==> src/rtl/uart_pkg.sv <==
// rtl/uart_pkg.sv - shared UART constants and feeder state encoding
package uart_pkg;

    localparam int UART_DATA_BITS  = 8;
    localparam int UART_FIFO_DEPTH = 8;

    typedef enum logic [1:0] {
        FEEDER_IDLE    = 2'd0,
        FEEDER_START   = 2'd1,
        FEEDER_SENDING = 2'd2
    } feeder_state_t;

endpackage

==> src/rtl/tx_fifo_mem.sv <==
// rtl/tx_fifo_mem.sv - circular transmit buffer with occupancy count and flags
module tx_fifo_mem
    import uart_pkg::*;
#(
    parameter int DATA_BITS  = UART_DATA_BITS,
    parameter int FIFO_DEPTH = UART_FIFO_DEPTH
) (
    input  logic                               clk,
    input  logic                               rst_n,
    input  logic                               flush,
    input  logic                               wr_en,
    input  logic [DATA_BITS-1:0]               wr_data,
    input  logic                               pop,
    output logic [DATA_BITS-1:0]               rd_data,
    output logic [$clog2(FIFO_DEPTH+1)-1:0]    count,
    output logic                               full,
    output logic                               empty,
    output logic                               overflow
);

    localparam int PTR_W = $clog2(FIFO_DEPTH);
    localparam int CNT_W = $clog2(FIFO_DEPTH + 1);

    logic [DATA_BITS-1:0] mem [FIFO_DEPTH];
    logic [PTR_W-1:0]     wr_ptr;
    logic [PTR_W-1:0]     rd_ptr;
    logic [CNT_W-1:0]     count_next;
    logic                 do_pop;
    logic                 do_wr;
    logic                 drop;

    // A pop frees the slot under the write pointer, so a full FIFO can still accept.
    assign do_pop = pop && !empty && !flush;
    assign do_wr  = wr_en && !flush && (!full || do_pop);
    assign drop   = wr_en && !flush && full && !do_pop;

    assign rd_data = mem[rd_ptr];

    always_comb begin
        count_next = count;
        case ({do_wr, do_pop})
            2'b10:   count_next = count + CNT_W'(1);
            2'b01:   count_next = count - CNT_W'(1);
            default: count_next = count;
        endcase
    end

    always_ff @(posedge clk) begin
        if (do_wr) begin
            mem[wr_ptr] <= wr_data;
        end
    end

    always_ff @(posedge clk or negedge rst_n) begin
        if (!rst_n) begin
            wr_ptr   <= '0;
            rd_ptr   <= '0;
            count    <= '0;
            full     <= 1'b0;
            empty    <= 1'b1;
            overflow <= 1'b0;
        end else if (flush) begin
            wr_ptr   <= '0;
            rd_ptr   <= '0;
            count    <= '0;
            full     <= 1'b0;
            empty    <= 1'b1;
            overflow <= 1'b0;
        end else begin
            if (do_wr) begin
                wr_ptr <= wr_ptr + PTR_W'(1);
            end
            if (do_pop) begin
                rd_ptr <= rd_ptr + PTR_W'(1);
            end
            count <= count_next;
            full  <= (count_next == CNT_W'(FIFO_DEPTH));
            empty <= (count_next == '0);
            if (drop) begin
                overflow <= 1'b1;
            end
        end
    end

endmodule

==> src/rtl/uart_tx_feeder.sv <==
// rtl/uart_tx_feeder.sv - buffers host bytes and launches them one at a time into the UART transmitter
module uart_tx_feeder
    import uart_pkg::*;
#(
    parameter int DATA_BITS     = UART_DATA_BITS,
    parameter int FIFO_DEPTH    = UART_FIFO_DEPTH,
    parameter int START_TIMEOUT = 4096
) (
    input  logic                               SysClk,
    input  logic                               Rst,
    input  logic                               Wr_En,
    input  logic [DATA_BITS-1:0]               Wr_Data,
    input  logic                               Flush,
    input  logic                               Tx_Busy,
    output logic [DATA_BITS-1:0]               Tx_Data,
    output logic                               Transmit_Start,
    output logic                               FIFO_Full,
    output logic                               FIFO_Empty,
    output logic                               FIFO_Overflow,
    output logic                               Start_Error,
    output logic [$clog2(FIFO_DEPTH+1)-1:0]    Count,
    output logic                               Feeder_Busy
);

    localparam logic [1:0] IDLE    = FEEDER_IDLE;
    localparam logic [1:0] START   = FEEDER_START;
    localparam logic [1:0] SENDING = FEEDER_SENDING;

    localparam int TMR_W = $clog2(START_TIMEOUT + 1);
    localparam logic [TMR_W-1:0] TMR_LAST = TMR_W'(START_TIMEOUT - 1);

    logic [1:0]           state;
    logic [TMR_W-1:0]     timer;
    logic [DATA_BITS-1:0] fifo_rd_data;
    logic                 pop;
    logic                 start_timeout;

    // Flush owns the FIFO for its cycle, so no pop is taken alongside it.
    assign pop           = (state == IDLE) && !FIFO_Empty && !Flush;
    assign start_timeout = (state == START) && !Tx_Busy && (timer == TMR_LAST);

    tx_fifo_mem #(
        .DATA_BITS  (DATA_BITS),
        .FIFO_DEPTH (FIFO_DEPTH)
    ) u_fifo (
        .clk      (SysClk),
        .rst_n    (Rst),
        .flush    (Flush),
        .wr_en    (Wr_En),
        .wr_data  (Wr_Data),
        .pop      (pop),
        .rd_data  (fifo_rd_data),
        .count    (Count),
        .full     (FIFO_Full),
        .empty    (FIFO_Empty),
        .overflow (FIFO_Overflow)
    );

    always_ff @(posedge SysClk or negedge Rst) begin
        if (!Rst) begin
            state          <= IDLE;
            timer          <= '0;
            Tx_Data        <= '0;
            Transmit_Start <= 1'b0;
            Feeder_Busy    <= 1'b0;
        end else begin
            case (state)
                IDLE: begin
                    if (pop) begin
                        Tx_Data        <= fifo_rd_data;
                        Transmit_Start <= 1'b1;
                        Feeder_Busy    <= 1'b1;
                        timer          <= '0;
                        state          <= START;
                    end
                end
                START: begin
                    if (Tx_Busy) begin
                        Transmit_Start <= 1'b0;
                        state          <= SENDING;
                    end else if (start_timeout) begin
                        // Transmitter never acknowledged: drop this byte and move on.
                        Transmit_Start <= 1'b0;
                        Feeder_Busy    <= 1'b0;
                        state          <= IDLE;
                    end else begin
                        timer <= timer + TMR_W'(1);
                    end
                end
                SENDING: begin
                    if (!Tx_Busy) begin
                        Feeder_Busy <= 1'b0;
                        state       <= IDLE;
                    end
                end
                default: begin
                    Transmit_Start <= 1'b0;
                    Feeder_Busy    <= 1'b0;
                    state          <= IDLE;
                end
            endcase
        end
    end

    always_ff @(posedge SysClk or negedge Rst) begin
        if (!Rst) begin
            Start_Error <= 1'b0;
        end else if (Flush) begin
            Start_Error <= 1'b0;
        end else if (start_timeout) begin
            Start_Error <= 1'b1;
        end
    end

endmodule

==> config.mk <==
export PLATFORM = sky130hd
export DESIGN_NAME = uart_tx_feeder
export DESIGN_NICKNAME = d
export VERILOG_FILES = /design/src/rtl/uart_pkg.sv /design/src/rtl/tx_fifo_mem.sv /design/src/rtl/uart_tx_feeder.sv
export SDC_FILE = /design/constraint.sdc
export NUM_CORES = 1
export LEC_CHECK = 0
export CAP_MARGIN = 20
export CELL_PAD_IN_SITES_DETAIL_PLACEMENT = 0
export CELL_PAD_IN_SITES_GLOBAL_PLACEMENT = 1
export CORE_ASPECT_RATIO = 1.75
export CORE_MARGIN = 10
export CORE_UTILIZATION = 42
export CTS_CLUSTER_SIZE = 40
export DETAILED_ROUTE_END_ITERATION = 6
export PLACE_DENSITY = 0.8
export SLEW_MARGIN = 25
export SYNTH_ARGS = -nofsm -noshare
export SYNTH_HDL_FRONTEND = slang
export SYNTH_SLANG_ARGS = --single-unit
==> constraint.sdc <==
create_clock -name SysClk -period 3.7 [get_ports SysClk]
set_clock_uncertainty 0.05 [all_clocks]
set_input_delay 0.37 -clock SysClk [delete_from_list [all_inputs] [get_ports SysClk]]
set_output_delay 0.37 -clock SysClk [all_outputs]
set_load 0.1 [all_outputs]
After elaboration in Yosys (flattened, before gate mapping)
Memory sizes are Yosys's and may differ from the RTL's. A register that Yosys moved wholly into a read port is not among the register bits. Cells that the tools add are included.

Bits in registers: 31. Memories kept: 1. RAM bits: 64. Bits of input ports: 13.

Memories: u_fifo.mem (depth 8, width 8, read ports 1, clocked after memory_dff 1, write ports 1, line tx_fifo_mem.sv:24) `logic [DATA_BITS-1:0] mem [FIFO_DEPTH];`.

Muxes and demuxes: 30. Reduce and logical (&&, ||, !) cells: 29. Eq/ne operators: 12. Bitwise gates (word level): 1. Add/subtract/negate cells: 5.

Operators by type and width (number): 13-bit 2-to-1 mux (3); 13-bit case mux with 2 select lines (1); 13-bit by 1-bit adder with 13-bit output (second input constant) (1); 13-bit by 12-bit equality test with 1-bit output (second input constant) (1); 1-bit 2-to-1 mux (13); 3-bit 2-to-1 mux (4); 1-bit logical AND (10); 2-bit nonzero test (5); 2-bit 2-to-1 mux (4); 2-bit inequality test (second input constant) (4); 4-bit case mux with 2 select lines (1); 4-bit AND reduction (2); 3-bit by 1-bit adder with 3-bit output (second input constant) (2); 1-bit logical NOT (6); 1-bit case mux with 3 select lines (2); 2-bit case mux with 3 select lines (1); 3-bit AND reduction (2); 4-bit by 1-bit adder with 4-bit output (second input constant) (1); 2-bit by 1-bit equality test with 1-bit output (second input constant) (2); 2-bit equality test (second input constant) (2); 4-bit equality test (second input constant) (1); 4-bit logical NOT (1); 4-bit 2-to-1 mux (1); 4-bit by 1-bit subtractor with 4-bit output (second input constant) (1); other kinds (6) (6).

Longest topological paths before layout
Depth after elaboration: 11. Gate-level depth with buffers: 13.

Cells and area by module
Synthesis repeated with hierarchy kept, for this count alone.

Cell total of the unflattened synthesis: 312. Area total of the unflattened synthesis: 4455.5 um2.

By module, submodules not included: tx_fifo_mem (cells an instance 177, area each 3179.3 um2, seq. area each 2248.4 um2, instances 1); uart_tx_feeder (cells an instance 135, area each 1276.2 um2, seq. area each 650.6 um2, instances 1).

Worst setup path before layout
No wires, ideal clock.

Path kind: register to register. Start: register u_fifo.empty. End: register u_fifo.empty. Period minus slack after synthesis: 2.854 ns. Cell stages (with the launch flop): 12. Data arrival time: 2.727 ns. Path buffers: 2. Setup time: 0.077 ns. Path slack: 0.846 ns. Cell sequence: dfstp_2 -> nor4_4 -> buf_2 -> buf_1 -> ha_1 -> xor2_1 -> ha_1 -> a21oi_1 -> mux2i_1 -> xnor2_1 -> nor2_1 -> o21a_1.

Longest elaborated chain between the ends: 11.

Ends and longest elaborated chain: start: declaration (line tx_fifo_mem.sv:17) `output logic empty,`; start signal: assignment (line tx_fifo_mem.sv:78) `empty <= (count_next == '0);`; 1-bit logical NOT (*) (line tx_fifo_mem.sv:33, uart_tx_feeder.sv:39); 1-bit logical AND (2 in series) (line uart_tx_feeder.sv:39) `assign pop = (state == IDLE) && !FIFO_Empty && !Flush;`; 1-bit logical AND (*) (2 in series) (line tx_fifo_mem.sv:33) `assign do_pop = pop && !empty && !flush;`; 1-bit logical OR (line tx_fifo_mem.sv:34) `assign do_wr = wr_en && !flush && (!full || do_pop);`; 1-bit logical AND (line tx_fifo_mem.sv:34); 2-bit by 1-bit equality test with 1-bit output / 2-bit equality test (equally long branches) (line tx_fifo_mem.sv:41) `case ({do_wr, do_pop})`; 4-bit case mux with 2 select lines (*) (line tx_fifo_mem.sv:41); 4-bit logical NOT (*) (line tx_fifo_mem.sv:78); 1-bit 2-to-1 mux (*) (line tx_fifo_mem.sv:62) `end else if (flush) begin`.

Mark *: on every way between the ends. The rest lies on a longest branch, timed or not. A chain may end at the register's enable or synchronous reset.

Worst setup path in the final report
Start: register state[0]. End: register u_fifo.empty.

Longest elaborated chain between the ends: 11.

Ends and longest elaborated chain: start: declaration (line uart_tx_feeder.sv:32) `logic [1:0] state;`; start signal: assignment (line uart_tx_feeder.sv:61) `state <= IDLE;`; start signal: assignment (line uart_tx_feeder.sv:74) `state <= START;`; start signal: assignment (line uart_tx_feeder.sv:80) `state <= SENDING;`; 2-bit logical NOT (*) (line uart_tx_feeder.sv:39); 1-bit logical AND (*) (2 in series) (line uart_tx_feeder.sv:39); 1-bit logical AND (*) (2 in series) (line tx_fifo_mem.sv:33); 1-bit logical OR (line tx_fifo_mem.sv:34); 1-bit logical AND (line tx_fifo_mem.sv:34); 2-bit by 1-bit equality test with 1-bit output / 2-bit equality test (equally long branches) (line tx_fifo_mem.sv:41); 4-bit case mux with 2 select lines (*) (line tx_fifo_mem.sv:41); 4-bit logical NOT (*) (line tx_fifo_mem.sv:78); 1-bit 2-to-1 mux (*) (line tx_fifo_mem.sv:62).

Marks and branches as above.

==> results.ini <==
[status]
status=complete, no violations

[yosys]
ys_ff_latch=103
syn_avg_cell_area_um2=14.7
synth_top_area_share_pct=43.7
yosys_warnings=0
synthCells=299
synth.cell_area_mm2=0.00440
synth.distinct_cells=41
ys_seq_area_share_pct=65.9
synthTopCellsByArea=edfxtp_1 44%, dfrtp_1 22%, mux4_2 8.2%, nor2_1 3.7%, mux2i_1 3.0%
synth_top_cell_by_area=edfxtp_1
syn-num-nets=318

[placement]
dp_hpwl_um=5740
dpl_worst_slack_ns=0.727
port_buffers=30
place_inst=452
place_congestion=0.733

[sta]
slew_headroom_pct=33.8
max_freq_ghz=0.342
layout_setup_ws_ns=0.775
finalCriticalPeriod_ns=2.93
setup_tns_ns=0
fin_crit_sh_pct=79.1
maxSlewViolCount=0
max_slew.worst_pin.slew_ns=0.989
hold_viol=0
setup-violations-final=0
rsz0062_at_grt=no

[floorplan]
core_area_mm2=0.0102
die_area_mm2=0.0151
io_pins=31
start_util_pct=43.0
fp.dieH_um=155
chipWidth_um=97.4
placementRows=49

[finish]
mostFrequentLayoutCells=64 x edfxtp_1, 43 x nor2_1, 38 x dfrtp_1
fin_cells=468
area_delta_synth_final_pct=16.7
n_antenna_cell=0
fin_nets=355
drive_gt1_share_pct=15.5
regArea_mm2=0.00290
fillers=896
multiInputGateArea_mm2=0.00139
layout_commonest_cell=edfxtp_1
fin_util_pct=50.1

[critical_path]
rr_worst_depth=12
crit_slowest_cell=dfrtp_1
crit_family=simple AND/OR/NAND/NOR gates
reg2reg_to=u_fifo.empty$_DFF_PN1_
timing_worst_setup_path_type=reg -> reg
rrSetupSlack_ns=0.77
cp.arrival_ns=3.16
worstPathMaxFanout=11
cp.required_ns=3.93
rr_startpoint=state[0]$_DFFE_PN0P_
crit_chain=nor3_2 -> o21ai_2 -> nor2_1 -> inv_1 -> ha_1 -> xor2_1 -> ha_1 -> a21oi_1 -> mux2i_1 -> xnor2_1 -> nor2_1 -> o21a_1
crit_buf_inv=1
cp-end-kind=register
critPathMaxStageDelay_ns=0.53
crit_path_start_kind=register

[clock_network]
cts_tree=built
cts-root-buf=clkbuf_16
htree_levels=3
clk_latency_ns=0.35
cts_sinks=103
clk_pin_slew_ns=0.07
cts_buffer_depth=2
postCtsSetupBuffers=0
cts_made_buffers=9
ctsResizeCount=0
cts_hold_buffers=0

[pwr]
internal_power_w=0.00214
pwr-share-comb_pct=32.3
peakVddDrop_v=0.000451
power.density_mw_per_mm2=677
leakage_nw=1.86
p_clk_share_pct=25.5
p_switching_w=0.00133
power_w=0.00347
p_sw_share_pct=38.4
seq_power_share_pct=42.2

[route]
drtIter0Drc=97
drtAntennaViolNets=0
vias=2503
vias_per_cell=5.35
drt_wl_total_um=8340
first_pass_iters=4
drc_errors=0
wl_per_cell_um=17.8

[global_route]
grt_pass1_wl_um=13700
antenna_found_initial=0
grt_max_degree=40
track_usage_pct=11.4
grt_pass1_vias=2706
overflow=0

[job]
drv_cap=0

[min_path]
min_path_type=in -> async

Yosys cell counts, drive strengths merged:
| cell | n |
|---|---|
| o22ai | 1 |
| or3 | 2 |
| nor2b | 5 |
| mux2i | 13 |
| nor3b | 3 |
| a211o | 1 |
| nor2 | 43 |
| and3 | 1 |
| dfrtp | 38 |
| xnor2 | 14 |
| inv | 6 |
| o21a | 2 |
| a21oi | 11 |
| nor3 | 10 |
| and4 | 1 |
| nand2b | 3 |
| nand3b | 1 |
| nor4 | 8 |
| o21ai | 5 |
| a31oi | 2 |
| nand4 | 2 |
| mux4 | 16 |
| edfxtp | 64 |
| nand3 | 5 |
| xor2 | 4 |
| nand2 | 11 |
| dfstp | 1 |
| mux2 | 1 |
| buf | 11 |
| nand4b | 3 |
| clkbuf | 5 |
| ha | 6 |
layer usage:
layer,wire length [µm],vias to the layer above,track usage (%)
met5,0,-,0
met4,187,0,5.84
met3,184,11,1.91
li1,-,1175,-
met2,4790,27,22.2
met1,3170,1290,11.2
state kept, by name (all words and copies together), names as in the netlist, 2 cells and up:
register       count
u_fifo.wr_ptr      3
u_fifo.rd_ptr      3
Tx_Data            8
u_fifo.count       4
u_fifo.mem        64
timer             13
state              2
worst reg2reg max path, delay by kind of cell, from the launching register on:
family,cells,cell delay (ns)
compound gates,3,0.48
xor+xnor,2,0.37
fa+ha+maj,2,0.45
buf+inv,1,0.09
flops,1,0.53
mux,1,0.24
simple gates,3,0.65
layout make-up:
| type | instances | share of cell area, % |
|---|---|---|
| well taps | 127 | 3.10 |
| clock buffers | 9 | 4.39 |
| flip-flops and latches | 103 | 56.5 |
| repair buffers | 42 | 7.51 |
| inverters | 6 | 0.439 |
| multi-input cells | 174 | 27.1 |
| clock inverters | 7 | 1.05 |
logic make-up after synthesis:
family / count (synthesis) / synth area share, %
AO/OA/AOI/OAI: 22 / 3.01
XOR/XNOR: 18 / 3.58
adder cells (fa/ha/maj): 6 / 1.71
buffers and inverters: 22 / 2.53
flip-flops: 103 / 65.9
multiplexers: 30 / 11.4
AND/OR/NAND/NOR: 98 / 11.9
worst max-delay path by stage:
stage | startpoint | to | slack [ns] | depth (start not counted)
2_1_floorplan | u_fifo.empty$_DFF_PN1_ | u_fifo.empty$_DFF_PN1_ | 0.85 | 11
4_1_cts | state[0]$_DFFE_PN0P_ | u_fifo.empty$_DFF_PN1_ | 0.73 | 12
3_5_place_dp | Flush | u_fifo.empty$_DFF_PN1_ | 0.73 | 9
3_3_place_gp | Flush | u_fifo.empty$_DFF_PN1_ | 0.82 | 9
6_report | state[0]$_DFFE_PN0P_ | u_fifo.empty$_DFF_PN1_ | 0.77 | 12
5_1_grt | state[0]$_DFFE_PN0P_ | u_fifo.empty$_DFF_PN1_ | 0.52 | 12
through the flow:
step	instance area, µm²	hold WS, ns
floorplan	4400	0.0244
global placement	4850	0.430
detailed placement	4850	0.438
CTS	5130	0.127
global route	5130	0.158
finish	5130	0.0860
power groups by stage:
stage	registers, W	clock network, W	logic, W
after floorplan	0.00193	0	0.000417
after global placement	0.00149	0	0.00113
after detailed placement	0.00150	0	0.00113
after CTS	0.00147	0.000908	0.00114
after global routing	0.00149	0.000941	0.00119
final	0.00147	0.000887	0.00112
Power figures use the tool's default switching activity.
